===== config.mk =====
export PLATFORM = sky130hd
export DESIGN_NAME = sdf_r2_bf_stage256_flat
export DESIGN_NICKNAME = d
export VERILOG_FILES = /design/src/rtl/sdf_r2_bf_stage256_if.sv /design/src/rtl/sdf_r2_bf_stage256.sv /design/src/flat_wrapper.sv
export SDC_FILE = /design/constraint.sdc
export NUM_CORES = 1
export LEC_CHECK = 0
export CAP_MARGIN = 10
export CORE_MARGIN = 2
export CORE_UTILIZATION = 60
export CTS_CLUSTER_SIZE = 12
export DETAILED_ROUTE_END_ITERATION = 12
export DONT_BUFFER_PORTS = 1
export PLACE_DENSITY = 0.86
export SLEW_MARGIN = 0
export SYNTH_ARGS = -nofsm -noshare
export SYNTH_HDL_FRONTEND = slang
export SYNTH_SLANG_ARGS = --single-unit

===== constraint.sdc =====
create_clock -name clk -period 8.45 [get_ports clk]
set_input_delay 0.4225 -clock clk [delete_from_list [all_inputs] [get_ports clk]]
set_output_delay 0.4225 -clock clk [all_outputs]
set_load 0.05 [all_outputs]

===== src/rtl/sdf_r2_bf_stage256_if.sv =====
// Signal bundle between the radix-2 SDF butterfly stage and its surroundings:
// upstream samples, the external delay line, and the stage output stream.
interface sdf_r2_bf_stage256_if #(
    parameter int WIDTH = 24,
    parameter int HALF  = 256
);
    localparam int TW = $clog2(HALF);

    logic             in_valid;
    logic [WIDTH-1:0] din_r;
    logic [WIDTH-1:0] din_i;
    logic [WIDTH-1:0] sr_dout_r;
    logic [WIDTH-1:0] sr_dout_i;
    logic             sr_valid;
    logic [WIDTH-1:0] sr_din_r;
    logic [WIDTH-1:0] sr_din_i;
    logic             out_valid;
    logic [WIDTH-1:0] dout_r;
    logic [WIDTH-1:0] dout_i;
    logic             out_diff;
    logic [TW-1:0]    tw_idx;

    // The butterfly stage drives the delay-line input and the output stream.
    modport master (
        input  in_valid, din_r, din_i, sr_dout_r, sr_dout_i,
        output sr_valid, sr_din_r, sr_din_i,
        output out_valid, dout_r, dout_i, out_diff, tw_idx
    );

    modport slave (
        output in_valid, din_r, din_i, sr_dout_r, sr_dout_i,
        input  sr_valid, sr_din_r, sr_din_i,
        input  out_valid, dout_r, dout_i, out_diff, tw_idx
    );
endinterface


===== src/rtl/sdf_r2_bf_stage256.sv =====
// Radix-2 SDF butterfly/control element for the N/2 stage of a 1024-point FFT.
// Feeds and drains an external HALF-deep delay line; emits sums then differences.
module sdf_r2_bf_stage256 #(
    parameter int WIDTH = 24,
    parameter int HALF  = 256,
    parameter int SCALE = 1
) (
    input  logic                  clk,
    input  logic                  rst_n,
    sdf_r2_bf_stage256_if.master  bus
);
    localparam int TW = $clog2(HALF);
    localparam int CW = TW + 1;

    typedef enum logic [1:0] {
        IDLE,
        FILL,
        STREAM
    } state_t;

    state_t           state;
    state_t           state_next;
    logic [CW-1:0]    cnt;
    logic             run;
    logic             primed;
    logic             active;
    logic             phase;

    logic [WIDTH-1:0] din_eff_r;
    logic [WIDTH-1:0] din_eff_i;
    logic [WIDTH:0]   sum_r;
    logic [WIDTH:0]   sum_i;
    logic [WIDTH:0]   diff_r;
    logic [WIDTH:0]   diff_i;
    logic [WIDTH-1:0] sum_s_r;
    logic [WIDTH-1:0] sum_s_i;
    logic [WIDTH-1:0] diff_s_r;
    logic [WIDTH-1:0] diff_s_i;
    logic             unused_bits;

    logic [WIDTH-1:0] sel_r;
    logic [WIDTH-1:0] sel_i;
    logic             sel_diff;
    logic [TW-1:0]    sel_tw;
    logic [WIDTH-1:0] sr_in_r;
    logic [WIDTH-1:0] sr_in_i;

    assign run    = (state != IDLE);
    assign primed = (state == STREAM);
    // Gated by rst_n so the delay line does not shift while the stage is held in reset.
    assign active = rst_n & (bus.in_valid | run);
    assign phase  = cnt[CW-1];

    assign din_eff_r = bus.in_valid ? bus.din_r : '0;
    assign din_eff_i = bus.in_valid ? bus.din_i : '0;

    assign sum_r  = {bus.sr_dout_r[WIDTH-1], bus.sr_dout_r} + {din_eff_r[WIDTH-1], din_eff_r};
    assign sum_i  = {bus.sr_dout_i[WIDTH-1], bus.sr_dout_i} + {din_eff_i[WIDTH-1], din_eff_i};
    assign diff_r = {bus.sr_dout_r[WIDTH-1], bus.sr_dout_r} - {din_eff_r[WIDTH-1], din_eff_r};
    assign diff_i = {bus.sr_dout_i[WIDTH-1], bus.sr_dout_i} - {din_eff_i[WIDTH-1], din_eff_i};

    // SCALE=1 halves with truncation toward -inf; SCALE=0 wraps to WIDTH bits.
    assign sum_s_r  = (SCALE != 0) ? sum_r[WIDTH:1]  : sum_r[WIDTH-1:0];
    assign sum_s_i  = (SCALE != 0) ? sum_i[WIDTH:1]  : sum_i[WIDTH-1:0];
    assign diff_s_r = (SCALE != 0) ? diff_r[WIDTH:1] : diff_r[WIDTH-1:0];
    assign diff_s_i = (SCALE != 0) ? diff_i[WIDTH:1] : diff_i[WIDTH-1:0];
    assign unused_bits = ^{sum_r, sum_i, diff_r, diff_i};

    assign bus.sr_valid = active;
    assign bus.sr_din_r = sr_in_r;
    assign bus.sr_din_i = sr_in_i;

    always_ff @(posedge clk or negedge rst_n) begin
        if (!rst_n) begin
            state <= IDLE;
        end else begin
            state <= state_next;
        end
    end

    always_comb begin
        state_next = state;
        sel_r      = bus.sr_dout_r;
        sel_i      = bus.sr_dout_i;
        sel_diff   = 1'b1;
        sel_tw     = cnt[TW-1:0];
        sr_in_r    = din_eff_r;
        sr_in_i    = din_eff_i;

        if (phase) begin
            sel_r    = sum_s_r;
            sel_i    = sum_s_i;
            sel_diff = 1'b0;
            sel_tw   = '0;
            sr_in_r  = diff_s_r;
            sr_in_i  = diff_s_i;
        end

        case (state)
            IDLE:    if (active) state_next = FILL;
            FILL:    if (active && phase) state_next = STREAM;
            STREAM:  state_next = STREAM;
            default: state_next = IDLE;
        endcase
    end

    always_ff @(posedge clk or negedge rst_n) begin
        if (!rst_n) begin
            cnt           <= '0;
            bus.out_valid <= 1'b0;
            bus.dout_r    <= '0;
            bus.dout_i    <= '0;
            bus.out_diff  <= 1'b0;
            bus.tw_idx    <= '0;
        end else begin
            bus.out_valid <= active & (phase | primed);
            if (active) begin
                cnt          <= cnt + 1'b1;
                bus.dout_r   <= sel_r;
                bus.dout_i   <= sel_i;
                bus.out_diff <= sel_diff;
                bus.tw_idx   <= sel_tw;
            end
        end
    end
endmodule


===== src/flat_wrapper.sv =====
// flat-port wrapper written by rule: the top's interface ports become plain ports
module sdf_r2_bf_stage256_flat 
#(
    parameter int WIDTH = 24,
    parameter int HALF  = 256,
    parameter int SCALE = 1
)
  (clk, rst_n, bus_in_valid, bus_din_r, bus_din_i, bus_sr_dout_r, bus_sr_dout_i, bus_sr_valid, bus_sr_din_r, bus_sr_din_i, bus_out_valid, bus_dout_r, bus_dout_i, bus_out_diff, bus_tw_idx);
  sdf_r2_bf_stage256_if #(.WIDTH(WIDTH), .HALF(HALF)) bus_i ();
  input  logic clk;
  input  logic rst_n;
  input wire logic [$bits(bus_i.in_valid)-1:0] bus_in_valid;
  input wire logic [$bits(bus_i.din_r)-1:0] bus_din_r;
  input wire logic [$bits(bus_i.din_i)-1:0] bus_din_i;
  input wire logic [$bits(bus_i.sr_dout_r)-1:0] bus_sr_dout_r;
  input wire logic [$bits(bus_i.sr_dout_i)-1:0] bus_sr_dout_i;
  output wire logic [$bits(bus_i.sr_valid)-1:0] bus_sr_valid;
  output wire logic [$bits(bus_i.sr_din_r)-1:0] bus_sr_din_r;
  output wire logic [$bits(bus_i.sr_din_i)-1:0] bus_sr_din_i;
  output wire logic [$bits(bus_i.out_valid)-1:0] bus_out_valid;
  output wire logic [$bits(bus_i.dout_r)-1:0] bus_dout_r;
  output wire logic [$bits(bus_i.dout_i)-1:0] bus_dout_i;
  output wire logic [$bits(bus_i.out_diff)-1:0] bus_out_diff;
  output wire logic [$bits(bus_i.tw_idx)-1:0] bus_tw_idx;
  assign bus_i.in_valid = bus_in_valid;
  assign bus_i.din_r = bus_din_r;
  assign bus_i.din_i = bus_din_i;
  assign bus_i.sr_dout_r = bus_sr_dout_r;
  assign bus_i.sr_dout_i = bus_sr_dout_i;
  assign bus_sr_valid = bus_i.sr_valid;
  assign bus_sr_din_r = bus_i.sr_din_r;
  assign bus_sr_din_i = bus_i.sr_din_i;
  assign bus_out_valid = bus_i.out_valid;
  assign bus_dout_r = bus_i.dout_r;
  assign bus_dout_i = bus_i.dout_i;
  assign bus_out_diff = bus_i.out_diff;
  assign bus_tw_idx = bus_i.tw_idx;
  sdf_r2_bf_stage256 #(.WIDTH(WIDTH), .HALF(HALF), .SCALE(SCALE)) u_core (.clk(clk), .rst_n(rst_n), .bus(bus_i));
endmodule

==> out/results.ini <==
[critical_path]
crit_chain = nand2_1 -> ha_1 -> and4_1 -> a211oi_2 -> a21oi_1 -> o2111ai_1 -> a31oi_1 -> o22a_1 -> xnor2_1 -> mux2i_1
cp_slowest_cell = mux2i_1
startpoint_type = input port
r2r_slack_ps = 5980
path_max_fanout = 55
ff2ff_path_depth = 9
worst-endpoint-arrival_ps = 3500
worstReg2RegEnd = u_core.cnt[7]
slowest_delay_ps = 850
setup.worst_path.end_class = output port
crit_required_ps = 8030
r2r_start = u_core.state[0]
critPathKind = input port to output port

[sta]
tightest_slew_ps = 1180
drv_slew = 0
clock.fmax_mhz = 255
layout_min_cycle_time_ps = 3920
maxSlewHeadroom = 0.207
timing.final.crit_share = 0.464
finalHoldViolations = 0
rsz0062_at_grt = false
holdWs_ps = 272
final.setup.tns_ps = 0
setup_viol = 0
setup_slack_ps = 4530
finClkSkew_ps = 7.58

[floorplanning]
core_area_um2 = 14600
start_util = 0.621
die_w_um = 127
row_count = 44
die_h_um = 127
ios = 206
die_area_um2 = 16200

[power]
clock_power_share = 0.212
internal-power_mw = 0.855
sw_frac_of_total = 0.518
power.density_nw_per_um2 = 189
ir_worst_vdd_uv = 105
power_frac_comb = 0.354
p_leak_nw = 4.31
power_switching_mw = 0.919
finalPower_mw = 1.77
seq_power_share = 0.433

[global_route]
grt_pass1_wl_um = 41500
grt_start_max_net_pins = 113
grt_pass1_vias = 8419
grt.total_usage = 0.313
grt_overflow = 0
antenna_found_initial = 0

[final_layout]
num-fill-cells = 1333
fin_area_um2 = 9380
multi_input_area_um2 = 6680
synthToLayoutAreaGrowth_pct = 3.16
register_area_um2 = 1730
fin_cells = 1368
drive_above_1_share = 0.0549
finalNetCount = 1383
fin_util = 0.641
antennaDiodeCount = 0

[logic_synthesis]
synth.distinct_cells = 84
ys.flop_type = dfrtp_1
netlist_area_um2 = 9090
ys_seq_area_frac = 0.190
synth-edff-count = 0
synthArstFlopShare = 1.00
synth_area_leaders = dfrtp_1, ha_1, a21oi_1, nand2_1, o21ai_0
ys_ff_latch = 69
syn_avg_cell_area_um2 = 7.34
syn-num-nets = 1443
synth_common_cells = nand2_1, a21oi_1, o21ai_0
yosysTopAreaCell = dfrtp_1
yosysTopAreaCellShare = 0.190
yosys.cell_count.top_type = nand2_1
synthCells = 1239
yosysWarningCount = 0

[clock_network]
clkSinkCount = 69
clk_pin_slew_ps = 60
worstSkewPairLatency_ps = 350
htreeDepth = 3
clockBufferDepth = 2
clockRootBuffer = clkbuf_16
cts_buffers = 9
post_cts_resized = 0
cts_tree = built

[hold_path]
min_path_type = input port to register
min_to = u_core.bus.dout_i[0]
hp-start = bus_sr_dout_i[0]
min_path_cells = 2

[drt]
drt-vias-per-instance = 6.51
dr.pass1.iters = 5
vias = 8906
first_iter_violations = 738
drt-total-wl_um = 25700
final_antenna_net_count = 0
drt_drc_violations_left = 0
wl_per_cell_um = 18.8

[placed_design]
port_buffers = 0
post-place-ws_ps = 4570
hpwl_um = 18600
gp_congestion = 1.01
placed_area_um2 = 9060
place_inst = 1350

[run]
cap_viol_max_count = 0

[outcome]
status = complete, no violations

-- timing repair --
action,4_1_cts,5_1_grt
buffers inserted,0,0
hold buffers,2,0
hold endpoints to repair,69,0
-- how the worst max path moves through the flow --
stage,from,endpoint,slack [ps]
floorplan,bus_in_valid,bus_sr_din_r[19],3510
global placement,bus_in_valid,bus_sr_din_r[18],4660
detailed placement,bus_in_valid,bus_sr_din_r[18],4570
CTS,bus_in_valid,bus_sr_din_r[18],4560
global route,bus_in_valid,bus_sr_din_r[18],4410
finish,bus_in_valid,bus_sr_din_r[18],4530
-- layout make-up --
cell class,instances,share of cell area
well taps,184,0.0245
flip-flops and latches,69,0.184
multi-input cells,994,0.712
clock inverters,6,0.00480
repair buffers,10,0.0104
clock buffers,10,0.0255
inverters,95,0.0380
-- cells by family (layout without fill, tap and decap cells) --
| logic type | after synthesis | in the layout | synth area share |
|---|---|---|---|
| xor gates and xnor gates | 68 | 68 | 0.0655 |
| muxes | 26 | 26 | 0.0286 |
| DFF | 69 | 69 | 0.190 |
| and+or+nand+nor | 411 | 411 | 0.219 |
| adders and majority gates | 105 | 105 | 0.148 |
| AOI/OAI and AO/OA | 384 | 384 | 0.272 |
| buffers and inverters | 176 | 121 | 0.0773 |
-- sequential cells by signal, indices dropped and copies added, names as in the netlist --
name and count:
u_core.state 2, u_core.bus.dout_i 24, u_core.bus.dout_r 24, u_core.bus.tw_idx 8, u_core.bus.out_diff 1, u_core.bus.out_valid 1
u_core.cnt 9
-- layer usage --
layer | track usage | wire [um]
met2 | 0.536 | 12500
met4 | 0.124 | 684
met3 | 0.0523 | 1890
met5 | 0 | 0
met1 | 0.393 | 10600
-- cell usage in the layout, fill, tap and decap left out, types with 21 or more instances in the layout --
cell,instances
a21o_1,32
a21oi_1,117
and3_1,21
dfrtp_1,68
ha_1,101
inv_1,92
mux2i_1,26
nand2_1,154
nand3_1,39
nor2_1,78
nor3_1,30
o21ai_0,79
o21ai_1,25
o21bai_1,21
xnor2_1,55
-- critical path: cells and delay by family --
kind | cells | cell delay, ps
fa+ha+maj | 1 | 430
mux | 1 | 850
simple gates | 2 | 370
xor+xnor | 1 | 140
compound gates | 5 | 1250
-- power by group through the flow --
| stage | clock network, mW | registers, mW | logic [mW] |
|---|---|---|---|
| after global routing | 0.395 | 0.778 | 0.698 |
| after floorplan | 0 | 0.749 | 0.504 |
| final | 0.377 | 0.769 | 0.628 |
| after CTS | 0.382 | 0.769 | 0.622 |
| after detailed placement | 0 | 0.776 | 0.609 |
| after global placement | 0 | 0.773 | 0.593 |
(Power assumes the default switching activity.)
